### config.mk
export PLATFORM = sky130hd
export DESIGN_NAME = alu_issue_stage_flat
export DESIGN_NICKNAME = d
export VERILOG_FILES = /design/src/rtl/alu_pkg.sv /design/src/rtl/alu_issue_stage_if.sv /design/src/rtl/alu_ctrl_dec.sv /design/src/rtl/alu_issue_stage.sv /design/src/flat_wrapper.sv
export SDC_FILE = /design/constraint.sdc
export NUM_CORES = 1
export LEC_CHECK = 0
export CORE_ASPECT_RATIO = 0.9
export CORE_MARGIN = 8
export CORE_UTILIZATION = 35
export CTS_CLUSTER_DIAMETER = 60
export DETAILED_ROUTE_END_ITERATION = 8
export GPL_TIMING_DRIVEN = 1
export PLACE_DENSITY_LB_ADDON = 0.2
export SETUP_SLACK_MARGIN = 0.2
export SLEW_MARGIN = 20
export SYNTH_ARGS = -nofsm -noshare
export SYNTH_HDL_FRONTEND = slang
export SYNTH_SLANG_ARGS = --single-unit
### constraint.sdc
create_clock -name clk -period 1.43 [get_ports clk]
set_input_delay 0.286 -clock clk [delete_from_list [all_inputs] [get_ports clk]]
set_output_delay 0.286 -clock clk [all_outputs]
set_load 0.03 [all_outputs]
### src/rtl/alu_pkg.sv
// Shared constants for the ALU issue stage: ALU op codes, ALUOp encodings
// and R-type funct values.
package alu_pkg;

  localparam logic [3:0] ALU_AND = 4'b0000;
  localparam logic [3:0] ALU_OR  = 4'b0001;
  localparam logic [3:0] ALU_ADD = 4'b0010;
  localparam logic [3:0] ALU_SUB = 4'b0110;
  localparam logic [3:0] ALU_SLT = 4'b0111;
  localparam logic [3:0] ALU_NOR = 4'b1100;
  localparam logic [3:0] ALU_BAD = 4'b1111;

  typedef enum logic [1:0] {
    ALUOP_ADD   = 2'b00,
    ALUOP_SUB   = 2'b01,
    ALUOP_FUNCT = 2'b10,
    ALUOP_ADDI  = 2'b11
  } aluop_e;

  localparam logic [5:0] FN_ADD = 6'b100000;
  localparam logic [5:0] FN_SUB = 6'b100010;
  localparam logic [5:0] FN_AND = 6'b100100;
  localparam logic [5:0] FN_OR  = 6'b100101;
  localparam logic [5:0] FN_SLT = 6'b101010;
  localparam logic [5:0] FN_NOR = 6'b100111;

endpackage

### src/rtl/alu_issue_stage_if.sv
// Decode-side, forwarding and ALU-side signals of the issue stage.
// master = surrounding pipeline, slave = the issue stage itself.
interface alu_issue_stage_if #(
  parameter int DW = 32,
  parameter int RW = 5
);
  logic          in_valid;
  logic          in_ready;
  logic          flush;
  logic [DW-1:0] rs_data;
  logic [DW-1:0] rt_data;
  logic [15:0]   imm;
  logic          alu_src;
  logic [1:0]    alu_op;
  logic [5:0]    funct;
  logic [RW-1:0] rs_addr;
  logic [RW-1:0] rt_addr;
  logic [RW-1:0] rd_addr;
  logic          exm_we;
  logic [RW-1:0] exm_rd;
  logic [DW-1:0] exm_res;
  logic          mwb_we;
  logic [RW-1:0] mwb_rd;
  logic [DW-1:0] mwb_res;
  logic          out_valid;
  logic          out_ready;
  logic [DW-1:0] alu_a;
  logic [DW-1:0] alu_b;
  logic [3:0]    alu_opc;
  logic [RW-1:0] out_rd;
  logic [DW-1:0] out_rt;
  logic          illegal;

  modport master (
    output in_valid, flush, rs_data, rt_data, imm, alu_src, alu_op, funct,
           rs_addr, rt_addr, rd_addr, exm_we, exm_rd, exm_res,
           mwb_we, mwb_rd, mwb_res, out_ready,
    input  in_ready, out_valid, alu_a, alu_b, alu_opc, out_rd, out_rt, illegal
  );

  modport slave (
    input  in_valid, flush, rs_data, rt_data, imm, alu_src, alu_op, funct,
           rs_addr, rt_addr, rd_addr, exm_we, exm_rd, exm_res,
           mwb_we, mwb_rd, mwb_res, out_ready,
    output in_ready, out_valid, alu_a, alu_b, alu_opc, out_rd, out_rt, illegal
  );
endinterface

### src/rtl/alu_ctrl_dec.sv
// ALU control decoder: maps (ALUOp, funct) to the ALU's 4-bit op code and
// flags R-type funct values the ALU does not implement.
module alu_ctrl_dec
  import alu_pkg::*;
(
  input  logic [1:0] alu_op_i,
  input  logic [5:0] funct_i,
  output logic [3:0] opc_o,
  output logic       illegal_o
);

  always_comb begin
    // NOTE: defaults first so every path assigns both outputs and no latch is inferred.
    opc_o     = ALU_ADD;
    illegal_o = 1'b0;
    case (aluop_e'(alu_op_i))
      ALUOP_ADD, ALUOP_ADDI: opc_o = ALU_ADD;
      ALUOP_SUB:             opc_o = ALU_SUB;
      ALUOP_FUNCT: begin
        case (funct_i)
          FN_ADD:  opc_o = ALU_ADD;
          FN_SUB:  opc_o = ALU_SUB;
          FN_AND:  opc_o = ALU_AND;
          FN_OR:   opc_o = ALU_OR;
          FN_SLT:  opc_o = ALU_SLT;
          FN_NOR:  opc_o = ALU_NOR;
          default: begin
            opc_o     = ALU_BAD;
            illegal_o = 1'b1;
          end
        endcase
      end
      default: ;
    endcase
  end

endmodule

### src/rtl/alu_issue_stage.sv
// ID/EX register feeding the 32-bit ALU: operand forwarding, ALU control
// decode and a single-entry valid/ready stage. Forwarding is built only when
// ALU_ISSUE_FWD_EN is defined; otherwise register-file data is used directly.
module alu_issue_stage
  import alu_pkg::*;
#(
  parameter int DW = 32,
  parameter int RW = 5
) (
  input logic            clk,
  input logic            rst,
  alu_issue_stage_if.slave bus
);

  logic          valid_q, valid_d;
  logic [DW-1:0] a_q, a_d;
  logic [DW-1:0] b_q, b_d;
  logic [DW-1:0] rt_q, rt_d;
  logic [RW-1:0] rd_q, rd_d;
  logic [3:0]    opc_q, opc_d;
  logic          ill_q, ill_d;

  logic          load;
  logic [DW-1:0] rs_fwd, rt_fwd, imm_ext;
  logic [3:0]    dec_opc;
  logic          dec_ill;

  assign bus.in_ready = !valid_q || bus.out_ready;
  assign load         = bus.in_valid && bus.in_ready && !bus.flush;
  assign imm_ext      = {{(DW-16){bus.imm[15]}}, bus.imm};

`ifdef ALU_ISSUE_FWD_EN
  // The younger EX/MEM result shadows MEM/WB; r0 is hard-wired and never forwarded.
  always_comb begin
    rs_fwd = bus.rs_data;
    rt_fwd = bus.rt_data;
    if (bus.rs_addr != '0) begin
      if (bus.exm_we && bus.exm_rd == bus.rs_addr)      rs_fwd = bus.exm_res;
      else if (bus.mwb_we && bus.mwb_rd == bus.rs_addr) rs_fwd = bus.mwb_res;
    end
    if (bus.rt_addr != '0) begin
      if (bus.exm_we && bus.exm_rd == bus.rt_addr)      rt_fwd = bus.exm_res;
      else if (bus.mwb_we && bus.mwb_rd == bus.rt_addr) rt_fwd = bus.mwb_res;
    end
  end
`else
  logic unused_fwd;
  assign rs_fwd     = bus.rs_data;
  assign rt_fwd     = bus.rt_data;
  assign unused_fwd = ^{bus.rs_addr, bus.rt_addr, bus.exm_we, bus.exm_rd, bus.exm_res,
                        bus.mwb_we, bus.mwb_rd, bus.mwb_res};
`endif

  alu_ctrl_dec u_dec (
    .alu_op_i  (bus.alu_op),
    .funct_i   (bus.funct),
    .opc_o     (dec_opc),
    .illegal_o (dec_ill)
  );

  // Flush outranks load; data registers keep their contents when the entry drains.
  always_comb begin
    valid_d = valid_q;
    a_d     = a_q;
    b_d     = b_q;
    rt_d    = rt_q;
    rd_d    = rd_q;
    opc_d   = opc_q;
    ill_d   = ill_q;
    if (bus.flush) begin
      valid_d = 1'b0;
      ill_d   = 1'b0;
    end else if (load) begin
      valid_d = 1'b1;
      a_d     = rs_fwd;
      b_d     = bus.alu_src ? imm_ext : rt_fwd;
      rt_d    = rt_fwd;
      rd_d    = bus.rd_addr;
      opc_d   = dec_opc;
      ill_d   = dec_ill;
    end else if (bus.out_ready) begin
      valid_d = 1'b0;
    end
  end

  // NOTE: non-blocking assignments so every register samples pre-edge values.
  always_ff @(posedge clk) begin
    if (rst) begin
      valid_q <= 1'b0;
      a_q     <= '0;
      b_q     <= '0;
      rt_q    <= '0;
      rd_q    <= '0;
      opc_q   <= ALU_AND;
      ill_q   <= 1'b0;
    end else begin
      valid_q <= valid_d;
      a_q     <= a_d;
      b_q     <= b_d;
      rt_q    <= rt_d;
      rd_q    <= rd_d;
      opc_q   <= opc_d;
      ill_q   <= ill_d;
    end
  end

  assign bus.out_valid = valid_q;
  assign bus.alu_a     = a_q;
  assign bus.alu_b     = b_q;
  assign bus.out_rt    = rt_q;
  assign bus.out_rd    = rd_q;
  assign bus.alu_opc   = opc_q;
  assign bus.illegal   = ill_q;

endmodule

### src/flat_wrapper.sv
// flat-port wrapper written by rule: the top's interface ports become plain ports
module alu_issue_stage_flat import alu_pkg::*;
#(
  parameter int DW = 32,
  parameter int RW = 5
)
  (clk, rst, bus_in_valid, bus_flush, bus_rs_data, bus_rt_data, bus_imm, bus_alu_src, bus_alu_op, bus_funct, bus_rs_addr, bus_rt_addr, bus_rd_addr, bus_exm_we, bus_exm_rd, bus_exm_res, bus_mwb_we, bus_mwb_rd, bus_mwb_res, bus_out_ready, bus_in_ready, bus_out_valid, bus_alu_a, bus_alu_b, bus_alu_opc, bus_out_rd, bus_out_rt, bus_illegal);
  alu_issue_stage_if #(.DW(DW), .RW(RW)) bus_i ();
  input logic clk;
  input logic rst;
  input wire logic [$bits(bus_i.in_valid)-1:0] bus_in_valid;
  input wire logic [$bits(bus_i.flush)-1:0] bus_flush;
  input wire logic [$bits(bus_i.rs_data)-1:0] bus_rs_data;
  input wire logic [$bits(bus_i.rt_data)-1:0] bus_rt_data;
  input wire logic [$bits(bus_i.imm)-1:0] bus_imm;
  input wire logic [$bits(bus_i.alu_src)-1:0] bus_alu_src;
  input wire logic [$bits(bus_i.alu_op)-1:0] bus_alu_op;
  input wire logic [$bits(bus_i.funct)-1:0] bus_funct;
  input wire logic [$bits(bus_i.rs_addr)-1:0] bus_rs_addr;
  input wire logic [$bits(bus_i.rt_addr)-1:0] bus_rt_addr;
  input wire logic [$bits(bus_i.rd_addr)-1:0] bus_rd_addr;
  input wire logic [$bits(bus_i.exm_we)-1:0] bus_exm_we;
  input wire logic [$bits(bus_i.exm_rd)-1:0] bus_exm_rd;
  input wire logic [$bits(bus_i.exm_res)-1:0] bus_exm_res;
  input wire logic [$bits(bus_i.mwb_we)-1:0] bus_mwb_we;
  input wire logic [$bits(bus_i.mwb_rd)-1:0] bus_mwb_rd;
  input wire logic [$bits(bus_i.mwb_res)-1:0] bus_mwb_res;
  input wire logic [$bits(bus_i.out_ready)-1:0] bus_out_ready;
  output wire logic [$bits(bus_i.in_ready)-1:0] bus_in_ready;
  output wire logic [$bits(bus_i.out_valid)-1:0] bus_out_valid;
  output wire logic [$bits(bus_i.alu_a)-1:0] bus_alu_a;
  output wire logic [$bits(bus_i.alu_b)-1:0] bus_alu_b;
  output wire logic [$bits(bus_i.alu_opc)-1:0] bus_alu_opc;
  output wire logic [$bits(bus_i.out_rd)-1:0] bus_out_rd;
  output wire logic [$bits(bus_i.out_rt)-1:0] bus_out_rt;
  output wire logic [$bits(bus_i.illegal)-1:0] bus_illegal;
  assign bus_i.in_valid = bus_in_valid;
  assign bus_i.flush = bus_flush;
  assign bus_i.rs_data = bus_rs_data;
  assign bus_i.rt_data = bus_rt_data;
  assign bus_i.imm = bus_imm;
  assign bus_i.alu_src = bus_alu_src;
  assign bus_i.alu_op = bus_alu_op;
  assign bus_i.funct = bus_funct;
  assign bus_i.rs_addr = bus_rs_addr;
  assign bus_i.rt_addr = bus_rt_addr;
  assign bus_i.rd_addr = bus_rd_addr;
  assign bus_i.exm_we = bus_exm_we;
  assign bus_i.exm_rd = bus_exm_rd;
  assign bus_i.exm_res = bus_exm_res;
  assign bus_i.mwb_we = bus_mwb_we;
  assign bus_i.mwb_rd = bus_mwb_rd;
  assign bus_i.mwb_res = bus_mwb_res;
  assign bus_i.out_ready = bus_out_ready;
  assign bus_in_ready = bus_i.in_ready;
  assign bus_out_valid = bus_i.out_valid;
  assign bus_alu_a = bus_i.alu_a;
  assign bus_alu_b = bus_i.alu_b;
  assign bus_alu_opc = bus_i.alu_opc;
  assign bus_out_rd = bus_i.out_rd;
  assign bus_out_rt = bus_i.out_rt;
  assign bus_illegal = bus_i.illegal;
  alu_issue_stage #(.DW(DW), .RW(RW)) u_core (.clk(clk), .rst(rst), .bus(bus_i));
endmodule
Yosys cells after proc, flatten, opt, wreduce, memory -nomap -nowiden
Index checks and enable logic that the tools add are counted.

word-level totals
  register bits after elaboration = 107
  input bits = 185
  output and inout bits = 108
  word-level logic and storage cells = 35

cells by class
  equality and inequality tests = 9
  mux-type cells = 7
  bitwise gates (word level) = 1
  reductions and logical operators = 11

operator list
  cell                                                              count
  6-bit == test (second input constant)                             6
  32-bit two-way mux                                                1
  4-bit one-hot mux with 6 select lines                             1
  4-bit one-hot mux with 3 select lines                             1
  6-bit OR reduction                                                1
  2-bit == test (second input constant)                             2
  1-bit two-way mux                                                 4
  2-bit OR reduction                                                2
  2-bit by 1-bit == test with 1-bit output (second input constant)  1
  1-bit logical AND                                                 2
  1-bit zero test                                                   2
  2-bit zero test                                                   1
  2-bit AND reduction                                               1
  2-bit nonzero test                                                1
  1-bit logical OR                                                  1
  1-bit NOT                                                         1

Depth between registers and ports, before layout
Gate-level depths: netlist of run 1.

  depth in word-level cells = 5
  depth in mapped cells = 7
  gate-level depth less buffers = 5

Modules after synthesis
From an unflattened synthesis of run 1, not the netlist that was laid out.

unflattened totals
  cells, all modules = 519
  area, all modules = 4451.8 um2

by module, submodules not included
  module           instances  cells each  area each (um2)  seq. area each (um2)
  alu_issue_stage  1          492         4282.9           2142.1
  alu_ctrl_dec     1          27          168.9            0.0

Least setup slack after synthesis of run 1
Ideal clock, no wire load.

  path type = reg2reg
  start point = reg u_core.valid_q, in the netlist u_core.bus.out_valid
  end point = reg u_core.a_q[0], in the netlist u_core.bus.alu_a[0]
  library setup time = 70 ps
  arrival = 1442 ps
  data required time = 1360 ps
  path slack = -83 ps
  cell stages (with the launch flop) = 8
  path buffers = 2
  clock period less this slack = 1513 ps
  path through = dfxtp_1 > nor2b_4 > inv_2 > nand3b_1 > buf_4 > buf_2 > nand2_1 > a21oi_1

between the ends
  longest elaborated chain between the ends = 5

ends and longest elaborated chain
  item                             line                   text
  start: declaration               alu_issue_stage.sv:15  logic valid_q, valid_d;
  start signal: assignment         alu_issue_stage.sv:97  valid_q <= valid_d;
  1-bit zero test                  alu_issue_stage.sv:28  assign bus.in_ready = !valid_q || bus.out_ready;
  1-bit logical OR                 alu_issue_stage.sv:28
  via bus_in_ready                 flat_wrapper.sv:29     output wire logic [$bits(bus_i.in_ready)-1:0] bus_in_ready;
  1-bit logical AND (2 in series)  alu_issue_stage.sv:29  assign load = bus.in_valid && bus.in_ready && !bus.flush;
  2-bit AND reduction (no line)    n/a
  end signal: assignment           alu_issue_stage.sv:90  a_q <= '0;
  end signal: assignment           alu_issue_stage.sv:98  a_q <= a_d;
  end: declaration                 alu_issue_stage.sv:16  logic [DW-1:0] a_q, a_d;

The timed path passes the listed nets, and every way through them passes these cells.
A chain may end at the register's enable or synchronous reset.

Final worst setup path of run 1
  start point = reg u_core.valid_q, in the netlist u_core.bus.out_valid
  end point = reg u_core.rt_q[21], in the netlist u_core.bus.out_rt[21]

between the ends
  longest elaborated chain between the ends = 5

ends and longest elaborated chain
  item                             line                    text
  1-bit zero test                  alu_issue_stage.sv:28
  1-bit logical OR                 alu_issue_stage.sv:28
  1-bit logical AND (2 in series)  alu_issue_stage.sv:29
  2-bit AND reduction (no line)    n/a
  end signal: assignment           alu_issue_stage.sv:100  rt_q <= rt_d;
  end: declaration                 alu_issue_stage.sv:18   logic [DW-1:0] rt_q, rt_d;

No other way between the ends.

==> key figures, run 1 <==
Min path
  – Hold Path Class: primary input to flop

Detailed routing
  – Routed Antenna Nets: 0
  – WL met1: between 6000 and 7000 um
  – Top sig layer: met4
  – Vias/cell: slightly below 5
  – Final wirelength: roughly 16,000 um
  – Via count: about 4,300
  – Routed wl met2: ~8300 um
  – Initial drt markers: approximately 210
  – WL met3: 1030 um
  – DRC: 0
  – Routed WL per cell: roughly 18 um
  – DRT Pass-1 Iters: 5

Status
  – Failing checks: negative setup slack
  – Status: complete, but fails checks

Place
  – # port buffers: between 200 and 250
  – Dpl ws: -0.487 ns
  – Final GP Congestion: between 0.7 and 0.8
  – DP Wirelength: between 10,000 and 15,000 um

STA
  – Worst Tran Pin Value: 0.428 ns
  – Min cycle time layout: ~1.5 ns
  – Worst Slack Setup Final: -0.0501 ns
  – Clk_skew: 0.00660 ns
  – Max-slew violation count: 0
  – Final setup violation count: 9
  – Final Hold Vio Count: 0
  – Rel. slew slack: 0.715
  – Fmax: between 0.6 and 0.7 GHz
  – Crit share post-route: 1.04
  – RSZ-0062 raised after global routing: true

Cells and area
  – Register area: roughly 0.0022 mm^2
  – Layout fillers: 1,002
  – Multi-input logic area: between 0.002 and 0.0025 mm^2
  – Nets@finish: between 900 and 1,000
  – Layout area overhead: 81.8%
  – Ant diodes: 0
  – Most common cell after layout, fill and taps aside: dfxtp_1
  – Final core occ: 0.641
  – Layout cells sized above 1: 0.459
  – Most frequent cells in the layout: dfxtp_1, clkdlybuf4s50_1, buf_2

Power and ir drop
  – Leakage power: roughly 3.2 nW
  – Worst vdd ir: 0.788 mV
  – Power per cell area: ~1000 mW/mm^2

Setup path
  – WP data arrival: about 1.8 ns
  – Most used cell, CP: buf_6
  – CP peak stage delay: 0.34 ns
  – Critical path cell sequence: nor2b_4 > nor3b_4 > buf_6 > buf_6 > clkbuf_16 > buf_8 > nand2_1 > a21oi_2
  – Critical Path RT: about 1.7 ns
  – CP max stage cell: dfxtp_4
  – Nature of the critical path startpoint: flop
  – CP max FO: 6
  – WS Path Type: flop to flop
  – Worst Setup End Kind: flop

Clock tree
  – Clk sinks: roughly 110
  – CTS clock-pin slew for the worst setup and hold paths: about 0.070 ns
  – Skew-Pair Late Insertion Delay: 0.34 ns
  – Root Driver: clkbuf_16
  – Clock tree buffer depth: 2
  – Cts bufs inserted: 9
  – H-tree levels: 3
  – Hold_buf cts: 0
  – CTS tree: yes

Synthesis
  – Post-Syn Area per Cell: 8.52 um^2
  – Cells after synthesis: a little under 500
  – Unique masters post-synth: 31
  – Register bit total from synthesis: ~110
  – Synth Cell Area: 0.00419 mm^2
  – Yosys warns: 0
  – Post-synthesis sequential area ratio: 0.511
  – Mapped Nets: slightly below 700

Floorplanning
  – # rows: 38
  – Die Width: around 130 um
  – Die Y: 120 um
  – Placeable Area: ~0.012 mm^2
  – IO Count: between 200 and 300
  – Die ar.: between 0.015 and 0.02 mm^2
  – Starting density of the core: 0.353

GRT
  – Global route overflow: 0
  – Largest net degree at the start of global routing: 48
  – Vias in the first global route: 4,351
  – First-pass GRT wire length: roughly 23,000 um
  – Gr usage total: 0.182
  – Initial antenna violation count: 0

Job
  – Max-cap violations: 0
[registers in the layout (all words and copies together), names as in the netlist]
| register | flops |
|---|---|
| u_core.bus.alu_a | 32 |
| u_core.bus.alu_b | 32 |
| u_core.bus.alu_opc | 4 |
| u_core.bus.illegal | 1 |
| u_core.bus.out_rd | 5 |
| u_core.bus.out_rt | 32 |
| u_core.bus.out_valid | 1 |
[cells by family (layout without fill, tap and decap cells)]
family,Yosys count,after routing,synth area share
muxes,16,16,0.0382
AOI/OAI and AO/OA,108,108,0.173
buffers and inverters,43,279,0.0510
xor gates and xnor gates,1,1,0.00209
DFF,107,107,0.511
and+or+nand+nor,215,215,0.218
adders and majority gates,2,2,0.00597
[cells in the mapped netlist]
cell type	count	area share
nor3b_2	1	0.0030
o21ai_1	2	0.0024
buf_2	18	0.021
mux2i_1	16	0.038
buf_1	2	0.0018
xnor2_1	1	0.0021
inv_2	1	0.00089
a211oi_1	1	0.0018
nor3_1	2	0.0024
a311oi_1	17	0.036
buf_6	1	0.0027
o31a_1	1	0.0021
ha_1	2	0.0060
o21a_1	1	0.0018
nand2b_1	20	0.030
a21oi_1	70	0.084
nor2b_1	2	0.0030
nor2_1	36	0.032
nand3_1	5	0.0060
clkbuf_1	13	0.012
a31oi_1	1	0.0015
or4b_1	1	0.0024
nand4b_1	1	0.0021
nor2b_4	1	0.0033
a211oi_2	15	0.045
nand3b_1	3	0.0054
inv_1	2	0.0018
dfxtp_1	107	0.51
buf_4	6	0.011
nor4_1	1	0.0015
nand2_1	142	0.13
[critical path, delay by kind of cell (launching register included)]
| kind | cells | cell delay [ns] |
|---|---|---|
| flip-flops | 1 | 0.34 |
| AND/OR/NAND/NOR | 3 | 0.44 |
| AO/OA/AOI/OAI | 1 | 0.12 |
| buffers and inverters | 4 | 0.54 |
[through the flow]
stage                     std cells  setup TNS, ns  hold WS [ns]  power, mW  instance area, um^2
after global routing            888          -5.00         0.287       7.98                 7620
final                           888         -0.169         0.277       7.69                 7620
after global placement          850         -38.93         0.442       4.85                 6700
after detailed placement        850         -40.53         0.448       4.87                 6700
after CTS                       869        -0.0444         0.266       7.54                 6960
after floorplan                 492              0         0.409       4.06                 4280
[repair_timing]
| item | CTS | global route |
|---|---|---|
| endpoints found under the hold margin | 0 | 0 |
| endpoints found under the setup margin | 212 | 125 |
| pin swaps | 14 | 47 |
| setup buffers | 1 | 7 |
| resized for setup | 626 | 113 |
| gates cloned | 3 | 12 |
[final timing paths]
check	from	end	slack (ns)	cells past startpoint
min	rst	u_core.bus.out_rt[12]	0.28	2
max reg2reg	u_core.bus.out_valid	u_core.bus.out_rt[21]	-0.05	8
max	u_core.bus.out_valid	u_core.bus.out_rt[21]	-0.05	8
min reg2reg	u_core.bus.alu_a[21]	u_core.bus.alu_a[21]	0.45	2
[where the power goes]
group | internal [mW] | total (mW) | switching (mW) | leakage (nW)
Clock | 1.58 | 2.65 | 1.08 | 0.152
Combinational | 0.842 | 1.80 | 0.961 | 2.20
Sequential | 3.14 | 3.24 | 0.100 | 0.880
Total | 5.56 | 7.69 | 2.14 | 3.24
[cell type report]
| type | instances | share of cell area |
|---|---|---|
| clock inverters | 4 | 0.00969 |
| flip-flops and latches | 107 | 0.283 |
| well taps | 160 | 0.0263 |
| multi-input cells | 342 | 0.319 |
| repair buffers | 261 | 0.329 |
| clock buffers | 11 | 0.0319 |
| inverters | 3 | 0.00181 |
[per-layer routing]
| layer | up-vias | global-route usage |
|---|---|---|
| li1 | 2123 | - |
| met5 | - | 0 |
| met1 | 2035 | 0.204 |
| met4 | 0 | 0.0545 |
| met2 | 132 | 0.320 |
| met3 | 17 | 0.0627 |
Power figures use the tool's default switching activity.
==> inputs of run 2 (changes only) <==
--- a/config.mk
+++ b/config.mk
@@ -9,6 +9,7 @@
 export CORE_MARGIN = 8
 export CORE_UTILIZATION = 35
 export CTS_CLUSTER_DIAMETER = 60
+export CTS_CLUSTER_SIZE = 12
 export DETAILED_ROUTE_END_ITERATION = 8
 export GPL_TIMING_DRIVEN = 1
 export PLACE_DENSITY_LB_ADDON = 0.2
==> results of run 2 <==
Final layout, timing and power as in run 1 (identical DEF).
==> RTL edit, RTL diff (config.mk and constraints of run 2) <==
Make the reset (`rst`) asynchronous in one clocked block.
--- a/src/rtl/alu_issue_stage.sv
+++ b/src/rtl/alu_issue_stage.sv
@@ -84,7 +84,7 @@
   end
 
   // NOTE: non-blocking assignments so every register samples pre-edge values.
-  always_ff @(posedge clk) begin
+  always_ff @(posedge clk or posedge rst) begin
     if (rst) begin
       valid_q <= 1'b0;
       a_q     <= '0;
Behaviour: differs if rst is asserted again (counterexample within 4 cycles, from zero or initial values and one cycle with rst high); with rst held inactive, the same outputs for 10 cycles.
==> RTL edit against run 2 <==
- the flow still finishes with violations (setup timing)
- critical path depth shrank 3
- clock power shrank 14%
- count of clock-buffer cells in the layout grew 1
- sequential power grew 16%
- utilization shrank 6.3 points
- highest routed layer unchanged
- largest power group unchanged
- power grew 18%
- routed wire length shrank 12%
- cell count is the same
- design area shrank 4.8%
- worst setup slack gained 43 ps
- sequential cell count is the same
- combinational power grew 68%
- area after synthesis grew 5.8%
==> RTL edit: results (changes against run 2) <==
Run status
  – Status: complete, but fails checks
  – Failing checks: setup timing

Layout
  – Share of post-route cells with drive strength above 1: 29.8% (-16 points)
  – Post-layout nets: 908 (-0.33%)
  – Fraction of area in registers: 36.9% (+8.6 points)
  – Fillers: 1123 (+12%)
  – Multi-input gate count: 337 (-1.5%)
  – Num sequential: 107 (unchanged)

STA
  – Setup violators final: 7 (-2)
  – Setup Skew: 5.61 ps (-0.992 ps)
  – Setup WS post-layout: -6.70 ps (+43.4 ps)
  – Final setup TNS: -18.4 ps (+150 ps)
  – Tightest Pin Transition: 402 ps (-25.2 ps)

Routing
  – Iter 0 DRT Violations: 216 (+1.4%)
  – Via count: 4105 (-4.7%)
  – Drt wl/cell: 15.8 um (-12%)
  – DRT Pass-1 Iters: 6 (+1)

Place
  – Dpl ws: -355 ps (+132 ps)
  – Placed Cells: 852 (+0.24%)
  – Gp weighted congestion: 0.760 (-1.9%)

Synthesis
  – Async SR Flop Fraction: 100% (+100 points)
  – Syn nets: 667 (-1.8%)
  – Synth Area in XOR/XNOR: 0% (-0.21 points)
  – Mux cell area share after synthesis: 3.39% (-0.43 points)
  – Cell variety after synth: 29 (-6.5%)
  – Area contributors post-synth: dfrtp_1 (60%), nand2_1 (21%), mux2i_1 (3.4%)
  – Top post-synthesis cells by count: nand2_1 (243), dfrtp_1 (107), o21ai_1 (28)
  – Biggest area consumer among synthesized cells: dfrtp_1
  – Synth Area in Compound Gates: 7.39% (-10 points)
  – Synthesized area per cell: 9.24 sq um (+8.4%)
  – Post-synthesis sequential area ratio: 60.4% (+9.3 points)

Setup path
  – FF-to-FF Start: u_core.bus.out_valid
  – Critical path arrival: 1690 ps (-70 ps)
  – R2r worst-path depth: 4 (-4)
  – CP startpoint: bus_in_valid

GRT
  – Met2 Usage GRT: 26.6% (-5.4 points)
  – First-pass GRT wire length: 21.2 mm (-9.3%)
  – GR met1 Demand/Resource: 17.6% (-2.8 points)
  – Vias in the first global route: 4207 (-3.3%)
  – Largest net degree at the start of global routing: 55 (+15%)

Power and ir drop
  – Leakage: 3.68 nW (+14%)
RTL edit: worst max-delay path, cell delays in order:
cell and delay, ps:
clkdlybuf4s50_1 490, inv_2 40, or3_4 470, buf_6 160, o31ai_2 230
RTL edit: timing repair:
item,CTS,global route
pin swaps,4,3
cloned,0,1
buffers inserted,1,20
setup endpoints to repair,207,169
resized for setup,544,140
RTL edit: layer usage:
layer / share of wire [%] / up-vias / wire [um]
li1: - / 1994 / -
met1: 39 / 1920 / 5530
met2: 48 / 173 / 6750
met3: 11 / 18 / 1520
met4: 1.8 / 0 / 251
met5: 0 / - / 0
RTL edit: where the power goes:
group,switching [W],internal (W),leakage [nW]
clock network,0.00104,0.00125,0.131
logic,0.00174,0.00128,2.22
registers,0.000284,0.00347,1.33
total,0.00306,0.00600,3.68
RTL edit: per-stage QoR:
stage	power (W)	area, sq um
final	0.00906	7260
after CTS	0.00884	6840
after global placement	0.00678	6910
after global routing	0.00952	7260
after floorplan	0.00525	4440
after detailed placement	0.00683	6910
